<file path="src/rtl/riscv_pkg.sv">
// riscv_pkg: shared types and constants for the RV32I front end.
//   XLEN_C        - datapath width (PC and instruction word)
//   NOP_INSTR_C   - addi x0,x0,0, the canonical bubble
//   fetch_state_t - fetch FSM states
//   if_id_t       - IF/ID pipeline register payload
//   word_align    - clears the two low address bits
package riscv_pkg;

   localparam int unsigned XLEN_C = 32;
   localparam logic [XLEN_C-1:0] NOP_INSTR_C = 32'h0000_0013;

   typedef enum logic [1:0] {
      ISSUE = 2'd0,
      WAIT  = 2'd1,
      HOLD  = 2'd2
   } fetch_state_t;

   typedef struct packed {
      logic [XLEN_C-1:0] instr;
      logic [XLEN_C-1:0] pc;
      logic [XLEN_C-1:0] pc_plus4;
   } if_id_t;

   function automatic logic [XLEN_C-1:0] word_align(input logic [XLEN_C-1:0] addr);
      return addr & ~XLEN_C'(3);
   endfunction

endpackage

</file>
<file path="src/rtl/if_id_reg.sv">
// if_id_reg: generic IF/ID-style pipeline register with load, hold, flush and valid.
// Ports:
//   clk_i, rst_i      - clock, synchronous active-high reset
//   load_i            - capture {instr_i, pc_i, pc_plus4_i} and mark valid
//   flush_i           - kill the held entry (highest priority after reset)
//   stall_i           - downstream cannot consume; a valid entry is held
//   instr_i, pc_i, pc_plus4_i - incoming payload
//   valid_o           - entry is live
//   instr_o, pc_o, pc_plus4_o - held payload; instr_o is NOP_INSTR when not valid
module if_id_reg
   import riscv_pkg::*;
#(
   parameter logic [XLEN_C-1:0] NOP_INSTR = NOP_INSTR_C
) (
   input  logic              clk_i,
   input  logic              rst_i,
   input  logic              load_i,
   input  logic              flush_i,
   input  logic              stall_i,
   input  logic [XLEN_C-1:0] instr_i,
   input  logic [XLEN_C-1:0] pc_i,
   input  logic [XLEN_C-1:0] pc_plus4_i,
   output logic              valid_o,
   output logic [XLEN_C-1:0] instr_o,
   output logic [XLEN_C-1:0] pc_o,
   output logic [XLEN_C-1:0] pc_plus4_o
);

   logic   valid_q, valid_d;
   if_id_t data_q, data_d;

   always_comb begin
      valid_d = valid_q;
      data_d  = data_q;
      if (flush_i) begin
         valid_d      = 1'b0;
         data_d.instr = NOP_INSTR;
      end else if (load_i) begin
         valid_d         = 1'b1;
         data_d.instr    = instr_i;
         data_d.pc       = pc_i;
         data_d.pc_plus4 = pc_plus4_i;
      end else if (valid_q && !stall_i) begin
         // Consumed with nothing new behind it: become a bubble.
         valid_d      = 1'b0;
         data_d.instr = NOP_INSTR;
      end
   end

   always_ff @(posedge clk_i) begin
      if (rst_i) begin
         valid_q         <= 1'b0;
         data_q.instr    <= NOP_INSTR;
         data_q.pc       <= '0;
         data_q.pc_plus4 <= '0;
      end else begin
         valid_q <= valid_d;
         data_q  <= data_d;
      end
   end

   assign valid_o    = valid_q;
   assign instr_o    = data_q.instr;
   assign pc_o       = data_q.pc;
   assign pc_plus4_o = data_q.pc_plus4;

endmodule

</file>
<file path="src/rtl/if_stage.sv">
// if_stage: RV32I instruction fetch. Owns the PC, runs a single-outstanding
// request/response handshake to instruction memory and feeds the IF/ID register.
// Ports:
//   clk, rst                 - clock, synchronous active-high reset
//   imem_req, imem_addr      - one-cycle fetch request and its address
//   imem_rvalid, imem_rdata  - memory response strobe and instruction word
//   stall                    - decode cannot accept a new instruction
//   redirect, redirect_pc    - taken branch/jump: flush and refetch at target
//   id_valid, id_instr, id_pc, id_pc_plus4 - IF/ID register outputs
// Optional build macro IF_PERF_CNT_EN adds perf_fetch_cnt / perf_bubble_cnt.
module if_stage
   import riscv_pkg::*;
#(
   parameter int unsigned     XLEN      = XLEN_C,
   parameter logic [XLEN-1:0] RESET_PC  = '0,
   parameter logic [XLEN-1:0] NOP_INSTR = NOP_INSTR_C
) (
   input  logic            clk,
   input  logic            rst,
   output logic            imem_req,
   output logic [XLEN-1:0] imem_addr,
   input  logic            imem_rvalid,
   input  logic [XLEN-1:0] imem_rdata,
   input  logic            stall,
   input  logic            redirect,
   input  logic [XLEN-1:0] redirect_pc,
   output logic            id_valid,
   output logic [XLEN-1:0] id_instr,
   output logic [XLEN-1:0] id_pc,
   output logic [XLEN-1:0] id_pc_plus4
`ifdef IF_PERF_CNT_EN
   ,
   output logic [31:0]     perf_fetch_cnt,
   output logic [31:0]     perf_bubble_cnt
`endif
);

   fetch_state_t    state_q, state_d;
   logic [XLEN-1:0] pc_q, pc_d;
   logic            discard_q, discard_d;
   logic [XLEN-1:0] skid_q, skid_d;
   logic [XLEN-1:0] pc_plus4;
   logic            accept;
   logic            load;
   logic [XLEN-1:0] load_instr;

   assign pc_plus4 = pc_q + XLEN'(4);
   assign accept   = !stall || !id_valid;

   always_comb begin
      state_d    = state_q;
      pc_d       = pc_q;
      discard_d  = discard_q;
      skid_d     = skid_q;
      load       = 1'b0;
      load_instr = imem_rdata;
      unique case (state_q)
         ISSUE: begin
            state_d = WAIT;
            // The request going out this cycle belongs to the old path.
            if (redirect) discard_d = 1'b1;
         end
         WAIT: begin
            if (redirect) begin
               if (imem_rvalid) begin
                  state_d   = ISSUE;
                  discard_d = 1'b0;
               end else begin
                  discard_d = 1'b1;
               end
            end else if (imem_rvalid) begin
               if (discard_q) begin
                  discard_d = 1'b0;
                  state_d   = ISSUE;
               end else if (accept) begin
                  load    = 1'b1;
                  pc_d    = pc_plus4;
                  state_d = ISSUE;
               end else begin
                  skid_d  = imem_rdata;
                  state_d = HOLD;
               end
            end
         end
         HOLD: begin
            // pc_q is unchanged while holding, so it is the skid word's PC.
            if (redirect) begin
               state_d = ISSUE;
            end else if (!stall) begin
               load       = 1'b1;
               load_instr = skid_q;
               pc_d       = pc_plus4;
               state_d    = ISSUE;
            end
         end
         default: state_d = ISSUE;
      endcase
      if (redirect) pc_d = word_align(redirect_pc);
   end

   always_ff @(posedge clk) begin
      if (rst) begin
         state_q   <= ISSUE;
         pc_q      <= RESET_PC;
         discard_q <= 1'b0;
         skid_q    <= '0;
      end else begin
         state_q   <= state_d;
         pc_q      <= pc_d;
         discard_q <= discard_d;
         skid_q    <= skid_d;
      end
   end

   // Gated by rst so no request escapes while the stage is held in reset.
   assign imem_req  = (state_q == ISSUE) && !rst;
   assign imem_addr = pc_q;

   if_id_reg #(
      .NOP_INSTR (NOP_INSTR)
   ) u_if_id_reg (
      .clk_i      (clk),
      .rst_i      (rst),
      .load_i     (load),
      .flush_i    (redirect),
      .stall_i    (stall),
      .instr_i    (load_instr),
      .pc_i       (pc_q),
      .pc_plus4_i (pc_plus4),
      .valid_o    (id_valid),
      .instr_o    (id_instr),
      .pc_o       (id_pc),
      .pc_plus4_o (id_pc_plus4)
   );

`ifdef IF_PERF_CNT_EN
   logic [31:0] perf_fetch_q;
   logic [31:0] perf_bubble_q;

   always_ff @(posedge clk) begin
      if (rst) begin
         perf_fetch_q  <= '0;
         perf_bubble_q <= '0;
      end else begin
         if (load)      perf_fetch_q  <= perf_fetch_q + 32'd1;
         if (!id_valid) perf_bubble_q <= perf_bubble_q + 32'd1;
      end
   end

   assign perf_fetch_cnt  = perf_fetch_q;
   assign perf_bubble_cnt = perf_bubble_q;
`endif

endmodule
</file>
<file path="config.mk">
export PLATFORM = sky130hd
export DESIGN_NAME = if_stage
export DESIGN_NICKNAME = d
export VERILOG_FILES = /design/src/rtl/riscv_pkg.sv /design/src/rtl/if_id_reg.sv /design/src/rtl/if_stage.sv
export SDC_FILE = /design/constraint.sdc
export NUM_CORES = 1
export LEC_CHECK = 0
export CAP_MARGIN = 20
export CORE_MARGIN = 2
export CORE_UTILIZATION = 48
export CTS_CLUSTER_DIAMETER = 50
export DETAILED_ROUTE_END_ITERATION = 6
export PLACE_DENSITY = 0.81
export SYNTH_ARGS = -nofsm -noshare
export SYNTH_HDL_FRONTEND = slang
export SYNTH_HIERARCHICAL = 1
export SYNTH_SLANG_ARGS = --single-unit
</file>
<file path="constraint.sdc">
create_clock -name clk -period 3.66 [get_ports clk]
set_input_delay 0.915 -clock clk [delete_from_list [all_inputs] [get_ports clk]]
set_output_delay 0.915 -clock clk [all_outputs]
set_load 0.02 [all_outputs]
</file>
# Word level (Yosys, flattened, before mapping)
# Cells that the tools add are included.
# op_classes
eq_ne	11
n_bitwise	3
n_mux	32
n_reduce_logical	18
n_addsub	1
# ops
cell	n
$mux 32	9
$pmux 32 s2	1
$add 32x3->32 const B	1
$reduce_and 5->1	3
$mux 2	7
$mux 1	12
$ne 3x3->1 const B	4
$ne 2x2->1 const B	5
$pmux 2 s3	1
$reduce_bool 2->1	3
$pmux 1 s2	2
$reduce_and 2->1	2
$logic_not 1->1	3
$not 1->1	3
$reduce_and 3->1	1
$reduce_bool 3->1	1
$eq 2x1->1 const B	1
$eq 2x2->1 const B	1
$logic_and 1x1->1	2
$logic_not 2->1	1
$reduce_or 2->1	1
$logic_or 1x1->1	1
# totals
register_bits	164
output_inout_bits	130

# Logic depth before layout (Yosys ltp)
# Gate-level depths: netlist of run 1.
# logic_depth
depth_word	8
depth_mapped	12
depth_no_buf	8

# By module
# The synthesis of run 1 kept the hierarchy.
# by_module_without_submodules
mod	seq_area_each_um2	area_each_um2	instances	cells_each
if_stage	1301.2	3973.8	1	502
if_id_reg	1941.9	3254.4	1	358

# Least setup slack after synthesis of run 1
# OpenSTA, ideal clock, no wires.
# synth_timing
path_type	input port to flip-flop
from	input redirect
to	register u_if_id_reg.data_q (netlist bit u_if_id_reg/pc_o[7])
t_arrival_ns	2.916
stages	10
setup_ns	0.070
n_path_buf	4
required_time_ns	3.590
slack_ns	0.673
path_cell_list	clkbuf_1 nor3b_1 clkbuf_1 a21oi_1 nor2b_1 nor2b_1 buf_2 buf_2 nand2_1 a21oi_1
# synth_via
elab_chain_cells	3
# synth_rtl
element	line	source
start: declaration	if_stage.sv:25	input logic redirect,
$mux 1, on equally long branches	if_stage.sv:87, if_stage.sv:64	
$pmux 1 s2 (*)	if_stage.sv:57	unique case (state_q)
named net load	if_stage.sv:44	logic load;
$reduce_and 2->1 (no source line) (*)	n/a	
end signal: assignment	if_id_reg.sv:58	data_q <= data_d;
end: declaration	if_id_reg.sv:30	if_id_t data_q, data_d;
# Mark *: on every way through the listed nets, which the timed path passes. The rest lies on a longest branch.
# A chain may end at the register's enable or synchronous reset.

# Worst setup path after layout of run 1
# layout_timing
from	input stall
to	register u_if_id_reg.data_q (netlist bit u_if_id_reg/pc_plus4_o[6])
# layout_via
elab_chain_cells	8
# layout_rtl
element	line	source
start: declaration	if_stage.sv:24	input logic stall,
$logic_not 1->1	if_stage.sv:48	assign accept = !stall || !id_valid;
$logic_or 1x1->1	if_stage.sv:48	
$mux 1	if_stage.sv:75	end else if (accept) begin
$mux 1	if_stage.sv:72	if (discard_q) begin
$mux 1	if_stage.sv:71	end else if (imem_rvalid) begin
$mux 1	if_stage.sv:64	if (redirect) begin
$pmux 1 s2 (*)	if_stage.sv:57	
named net load	if_stage.sv:44	
$reduce_and 2->1 (no source line) (*)	n/a	
# Marks and branches as above.

==> run_results.csv, run 1 <==
group,metric,value,unit
outcome,status,"finished, final reports clean",
floorplanning,dieWidth,126.7,µm
place,gp_congestion,0.7682,
floorplanning,ios,199,
global_route,grt_pass1_wl,31550,µm
layout,utilization,0.6736,
floorplanning,rows,44,
worst_setup_path,crit_type,"input port to register",
route,first_iter_violations,488,
global_route,grt_max_degree,72,
layout,final_cell_mix,"nand2_1 (215), clkdlybuf4s50_1 (192), dfxtp_1 (162)",
clock_tree,post_cts_resized,0,
global_route,overflow,0,
logic_synthesis,synth-edff-count,0,
global_route,grtUsageTotal,0.2456,
worst_setup_path,slowest_stage,"clkdlybuf4s50_1",
timing,max_freq,340.4,MHz
layout,final_common_cell,"nand2_1",
route,final_antenna_net_count,0,
place,numPortBuffers,194,
clock_tree,cts_buffers,17,
worst_setup_path,crit_fanout,64,
pwr,p_leak,3.537,nW
logic_synthesis,synth_area_leaders,"dfxtp_1 (45%), nand2_1 (11%), a21oi_1 (8.3%), mux2_2 (5.1%), a22o_1 (3.5%)",
timing,setup_viol,0,
logic_synthesis,synth_cell_types,58,
clock_tree,cts_tree,"yes",
clock_tree,cts_hold_buf,0,
timing,fin_crit_sh,0.8025,
worst_setup_path,arrival,3.20,ns
clock_tree,cts_sinks,162,
logic_synthesis,postSynthAreaPerCell,8.405,µm²
layout,antennaDiodeCount,0,
timing,slew_headroom,0.4849,
floorplanning,die-area,16060,µm²
global_route,grt_pass1_vias,6221,
pwr,powerDensity,417.4,nW/µm²
logic_synthesis,ys_seq_area_frac,0.4487,
route,drc,0,
pwr,ir_drop,0.2967,mV
timing,tightest_slew,0.7727,ns
worst_setup_path,max_stage_delay,0.60,ns
timing,hold_viol_final,0,
logic_synthesis,syn_inst,860,
logic_synthesis,synth_top_cell_area_share,0.4487,
logic_synthesis,yosysWarnings,6,
route,firstDrtPassIters,6,
floorplanning,initial_core_util,0.4936,
clock_tree,post_cts_buffers,0,
hold_path,hold_class,"register to register",
worst_setup_path,cpMostUsedCell,"a21oi_1",
global_route,antenna_found_initial,1,
place,hpwlAfterDp,13130,µm
route,wire_per_inst,16.05,µm
route,vias,6553,
worst_setup_path,path_cells,"clkdlybuf4s50_1, nor3b_2, a21oi_1, nor2b_1, nand2b_2, buf_4, nand2_1, a21oi_1",
clock_tree,clockRootBuffer,"clkbuf_16",
worst_setup_path,end_kind,"register",
layout,fillers,1189,
worst_setup_path,required,3.92,ns
timing,finalSetupTns,0,ns
clock_tree,clkLatencyLatePin,0.42,ns
clock_tree,clk_path_buf_depth,2,
worst_setup_path,cp-start-kind,"input port",
logic_synthesis,async_flop_share,0,
logic_synthesis,synth_area_leader_cell,"dfxtp_1",
logic_synthesis,netlist_area,7228,µm²
route,drt_wl_total,19700,µm
layout,syn_to_final_growth,36.47,%
logic_synthesis,ys_ff_latch,162,
job,maxCapViolations,0,
floorplanning,die_h,126.7,µm
timing,period_needed,2.937,ns
timing,final-max-slew-violation-count,0,
timing,finClkSkew,0.006606,ns
layout,regArea,3243,µm²
clock_tree,clk_pin_slew,0.07,ns
floorplanning,core-area,14640,µm²
route,vias_per_cell,5.341,
logic_synthesis,synth_top_flop_cell,"dfxtp_1",
layout,drive_gt1_frac,0.09204,
clock_tree,htreeDepth,4,
layout,fin_nets,1103,
layout,multiInputGateArea,3595,µm²
timing,rsz0062_at_grt,"false",
## area by class of cell
type,count,share of cell area
Timing Repair Buffer,210,0.2083
Clock buffer,17,0.04313
Clock inverter,15,0.02067
Sequential cell,162,0.3288
Inverter,30,0.01142
Multi-Input combinational cell,609,0.3644
Tap cell,184,0.02334
## worst max-delay path, delay by kind of cell
family	cells	cell delay, ns
AND/OR/NAND/NOR	4	1.10
buffers and inverters	2	0.95
AO/OA/AOI/OAI	2	0.16
## kinds of logic (layout without fill, tap and decap cells)
group | count (synthesis) | after routing | synth area share
flip-flops | 162 | 162 | 0.4487
other | 1 | 6 | 0.0005188
AO/OA/AOI/OAI | 193 | 193 | 0.1689
buffers and inverters | 94 | 272 | 0.05989
XOR/XNOR | 48 | 48 | 0.05816
multiplexers | 37 | 37 | 0.05695
AND/OR/NAND/NOR | 321 | 321 | 0.1999
adder cells (fa/ha/maj) | 4 | 4 | 0.006924
## metrics by stage
step / total power, mW / hold WS (ns) / cell area [µm²] / std cells / setup WS, ns
after floorplan: 2.076 / 0.4329 / 7247 / 865 / 0.6732
after global placement: 2.255 / 0.4380 / 9235 / 1195 / 0.3765
after detailed placement: 2.259 / 0.4457 / 9235 / 1195 / 0.3437
after CTS: 4.155 / 0.4550 / 9864 / 1227 / 0.7504
after global routing: 4.260 / 0.4680 / 9864 / 1227 / 0.5839
final: 4.117 / 0.4530 / 9864 / 1227 / 0.7227
## path summary, 6_finish.rpt
check          startpoint                         end  slack, ns  depth (start not counted)
max                 stall   u_if_id_reg/pc_plus4_o[6]       0.72                          8
min             skid_q[6]                   skid_q[6]       0.45                          2
max reg2reg  imem_addr[6]  u_if_id_reg/pc_plus4_o[27]       1.08                          7
min reg2reg     skid_q[6]                   skid_q[6]       0.45                          2
## sequential cells by signal (all words and copies together), names as in the netlist
| name | count |
|---|---|
| skid_q | 32 |
| u_if_id_reg/instr_o | 32 |
| u_if_id_reg/pc_o | 32 |
| u_if_id_reg/pc_plus4_o | 32 |
| imem_addr | 30 |
| state_q | 2 |
| discard_q | 1 |
| u_if_id_reg/valid_o | 1 |
## cell usage after synthesis, drive strengths merged, types with 3 or more instances
| master | instances |
|---|---|
| mux2 | 33 |
| mux2i | 4 |
| nor3 | 16 |
| nor2 | 23 |
| ha | 4 |
| and3 | 5 |
| buf | 32 |
| inv | 30 |
| o21a | 22 |
| or2 | 3 |
| and4 | 3 |
| nor4 | 5 |
| clkbuf | 32 |
| o32a | 3 |
| nand4 | 7 |
| a21oi | 120 |
| nand2 | 215 |
| xnor2 | 24 |
| a22o | 29 |
| dfxtp | 162 |
| nor2b | 10 |
| nor4b | 4 |
| a2111oi | 3 |
| nand3 | 18 |
| xor2 | 24 |
## routing by layer
metal  vias to the layer above  track usage  routed length, µm
met5                         -            0                 13
met2                       203       0.4010               9255
met3                        26      0.07971               1458
met4                         2      0.09179                335
li1                       3246            -                  -
met1                      3076       0.3046               8635
## report_power, final
group	leakage (nW)	switching (mW)	internal, mW	total, mW
Clock	0.309	0.744	1.15	1.89
Sequential	1.31	0.0601	1.79	1.85
Combinational	1.92	0.179	0.190	0.369
No activity file was read; power rests on OpenSTA's default activity.
==> run 2, diff against run 1 <==
CORE_UTILIZATION = 44   (was 48)
PLACE_DENSITY = 0.78   (was 0.81)
clock period = 2.6 ns   (was 3.66 ns; I/O delays follow)
==> run 2 against run 1 <==
  * Non-clock buffer count grew 32
  * Die area increased by 8.8%
  * Sequential share of layout area decreased by 1.2 points
  * Clock power is 32% higher
  * Final cell count rose by 5.3%
  * Sequential cell count is the same
  * Clock-buffer cell count stayed put
  * Highest routed layer is now met4
==> run_results.csv, run 2 (synthesis results as in run 1) <==
group,metric,value,unit
place,numPortBuffers,194,
worst_setup_path,cp-start-kind,"register",
layout,fin_nets,1135,
worst_setup_path,worstRegToRegCells,7,
timing,period_needed,2.467,ns
pwr,ir_drop,0.4413,mV
place,place_area,9634,µm²
pwr,p_sw,1.479,mW
route,m1WireLength,8756,µm
layout,syn_to_final_growth,41.44,%
route,final_antenna_net_count,0,
hold_path,min_to,"u_if_id_reg/pc_o[5]",
global_route,antenna_found_initial,0,
pwr,p_leak,3.715,nW
pwr,powerDensity,555.6,nW/µm²
global_route,grt_pass1_wl,32110,µm
pwr,comb_power_share,0.107,
worst_setup_path,crit_type,"register to primary output",
route,highest_layer,"met4",
pwr,p_seq_frac,0.452,
floorplanning,core-area,15940,µm²
clock_tree,cts_buffers,17,
route,drt_wl_total,19980,µm
hold_path,min_path_cells,2,
route,wire_per_inst,15.46,µm
global_route,overflow,0,
route,firstDrtPassIters,5,
route,met3_length,1579,µm
timing,rsz0062_at_grt,"false",
layout,final_common_cell,"nand2_1",
worst_setup_path,path_cells,"inv_1, ha_1, nor2b_1, clkdlybuf4s50_1",
timing,hold_viol_final,0,
pwr,swShare,0.2603,
global_route,grt_max_degree,139,
timing,final-max-slew-violation-count,0,
floorplanning,die-area,17470,µm²
timing,finalSetupTns,0,ns
timing,slew_headroom,0.5353,
job,maxCapViolations,0,
pwr,p_int,4.202,mW
outcome,status,"finished, final reports clean",
layout,utilization,0.6413,
clock_tree,htreeDepth,4,
pwr,total_power,5.681,mW
timing,fin_crit_sh,0.9490,
worst_setup_path,crit_fanout,4,
clock_tree,clk_pin_slew,0.07,ns
worst_setup_path,r2r_start,"imem_addr[3]",
layout,fillers,1348,
worst_setup_path,slowest_stage,"clkdlybuf4s50_1",
worst_setup_path,required,1.95,ns
clock_tree,clockRootBuffer,"clkbuf_16",
clock_tree,cts_sinks,162,
layout,final_cell_mix,"nand2_1 (215), clkdlybuf4s50_1 (192), dfxtp_1 (162)",
timing,max_freq,405.3,MHz
clock_tree,clkLatencyLatePin,0.42,ns
global_route,grt_pass1_vias,6388,
timing,setup_viol,0,
floorplanning,die_h,132.2,µm
timing,finClkSkew,0.009691,ns
hold_path,hold_class,"register to register",
clock_tree,post_cts_resized,0,
layout,finalInstanceArea,10220,µm²
worst_setup_path,max_stage_delay,0.63,ns
clock_tree,post_cts_buffers,0,
clock_tree,clk_path_buf_depth,2,
clock_tree,cts_tree,"yes",
clock_tree,cts_hold_buf,0,
pwr,p_clk_frac,0.441,
place,gp_congestion,0.8154,
timing,tightest_slew,0.6970,ns
place,hpwlAfterDp,13690,µm
route,vias_per_cell,5.130,
global_route,grtUsageTotal,0.2234,
floorplanning,dieWidth,132.2,µm
worst_setup_path,r2r_end,"u_if_id_reg/pc_plus4_o[27]",
route,drc,0,
worst_setup_path,end_kind,"primary output",
floorplanning,rows,46,
timing,whs,0.4526,ns
hold_path,min_from,"u_if_id_reg/pc_o[5]",
worst_setup_path,r2r_slack,0.27,ns
layout,drive_gt1_frac,0.1191,
floorplanning,initial_core_util,0.4534,
floorplanning,ios,199,
worst_setup_path,arrival,1.82,ns
route,vias,6628,
route,first_iter_violations,475,
route,wl_met2,9509,µm
-- run 2: worst max-delay path by stage --
stage	startpoint	end	depth (start not counted)
after floorplan	redirect	u_if_id_reg/pc_o[7]	10
after global placement	stall	imem_addr[30]	9
after detailed placement	stall	imem_addr[18]	8
after CTS	state_q[1]	imem_req	4
after global routing	state_q[1]	imem_req	4
final	state_q[1]	imem_req	4
-- run 2: per-layer routing --
metal	up-vias	GRT usage
li1	3314	-
met1	3116	0.2761
met2	188	0.3727
met3	10	0.07997
met4	0	0.05436
met5	-	0
-- run 2: metrics by stage --
stage	setup WS (ns)	instances
after floorplan	0.04819	865
after global placement	-0.02150	1259
after detailed placement	-0.05113	1259
after CTS	0.09848	1291
after global routing	0.03826	1291
final	0.1327	1292
-- run 2: cell type report --
cell class / instances / area [µm²] / share of cell area
multi-input cells: 609 / 3601 / 0.3522
flip-flops and latches: 162 / 3243 / 0.3172
repair buffers: 242 / 2407 / 0.2355
well taps: 216 / 270.3 / 0.02643
clock buffers: 17 / 425.4 / 0.04161
clock inverters: 15 / 161.4 / 0.01579
inverters: 30 / 112.6 / 0.01101
diodes: 1 / 2.502 / 0.0002448
-- run 2: power groups by stage --
stage | Clock, mW | Combinational [mW] | Sequential (mW)
after global routing | 2.67 | 0.654 | 2.57
after CTS | 2.55 | 0.611 | 2.57
final | 2.50 | 0.610 | 2.57
after global placement | 0 | 0.603 | 2.62
after floorplan | 0 | 0.241 | 2.68
after detailed placement | 0 | 0.606 | 2.62
-- run 2: critical path: cells and delay by family (launching register included) --
kind                     cells  cell delay [ns]
buffers and inverters        2             0.71
flip-flops                   1             0.33
adder cells (fa/ha/maj)      1             0.20
AND/OR/NAND/NOR              1             0.15
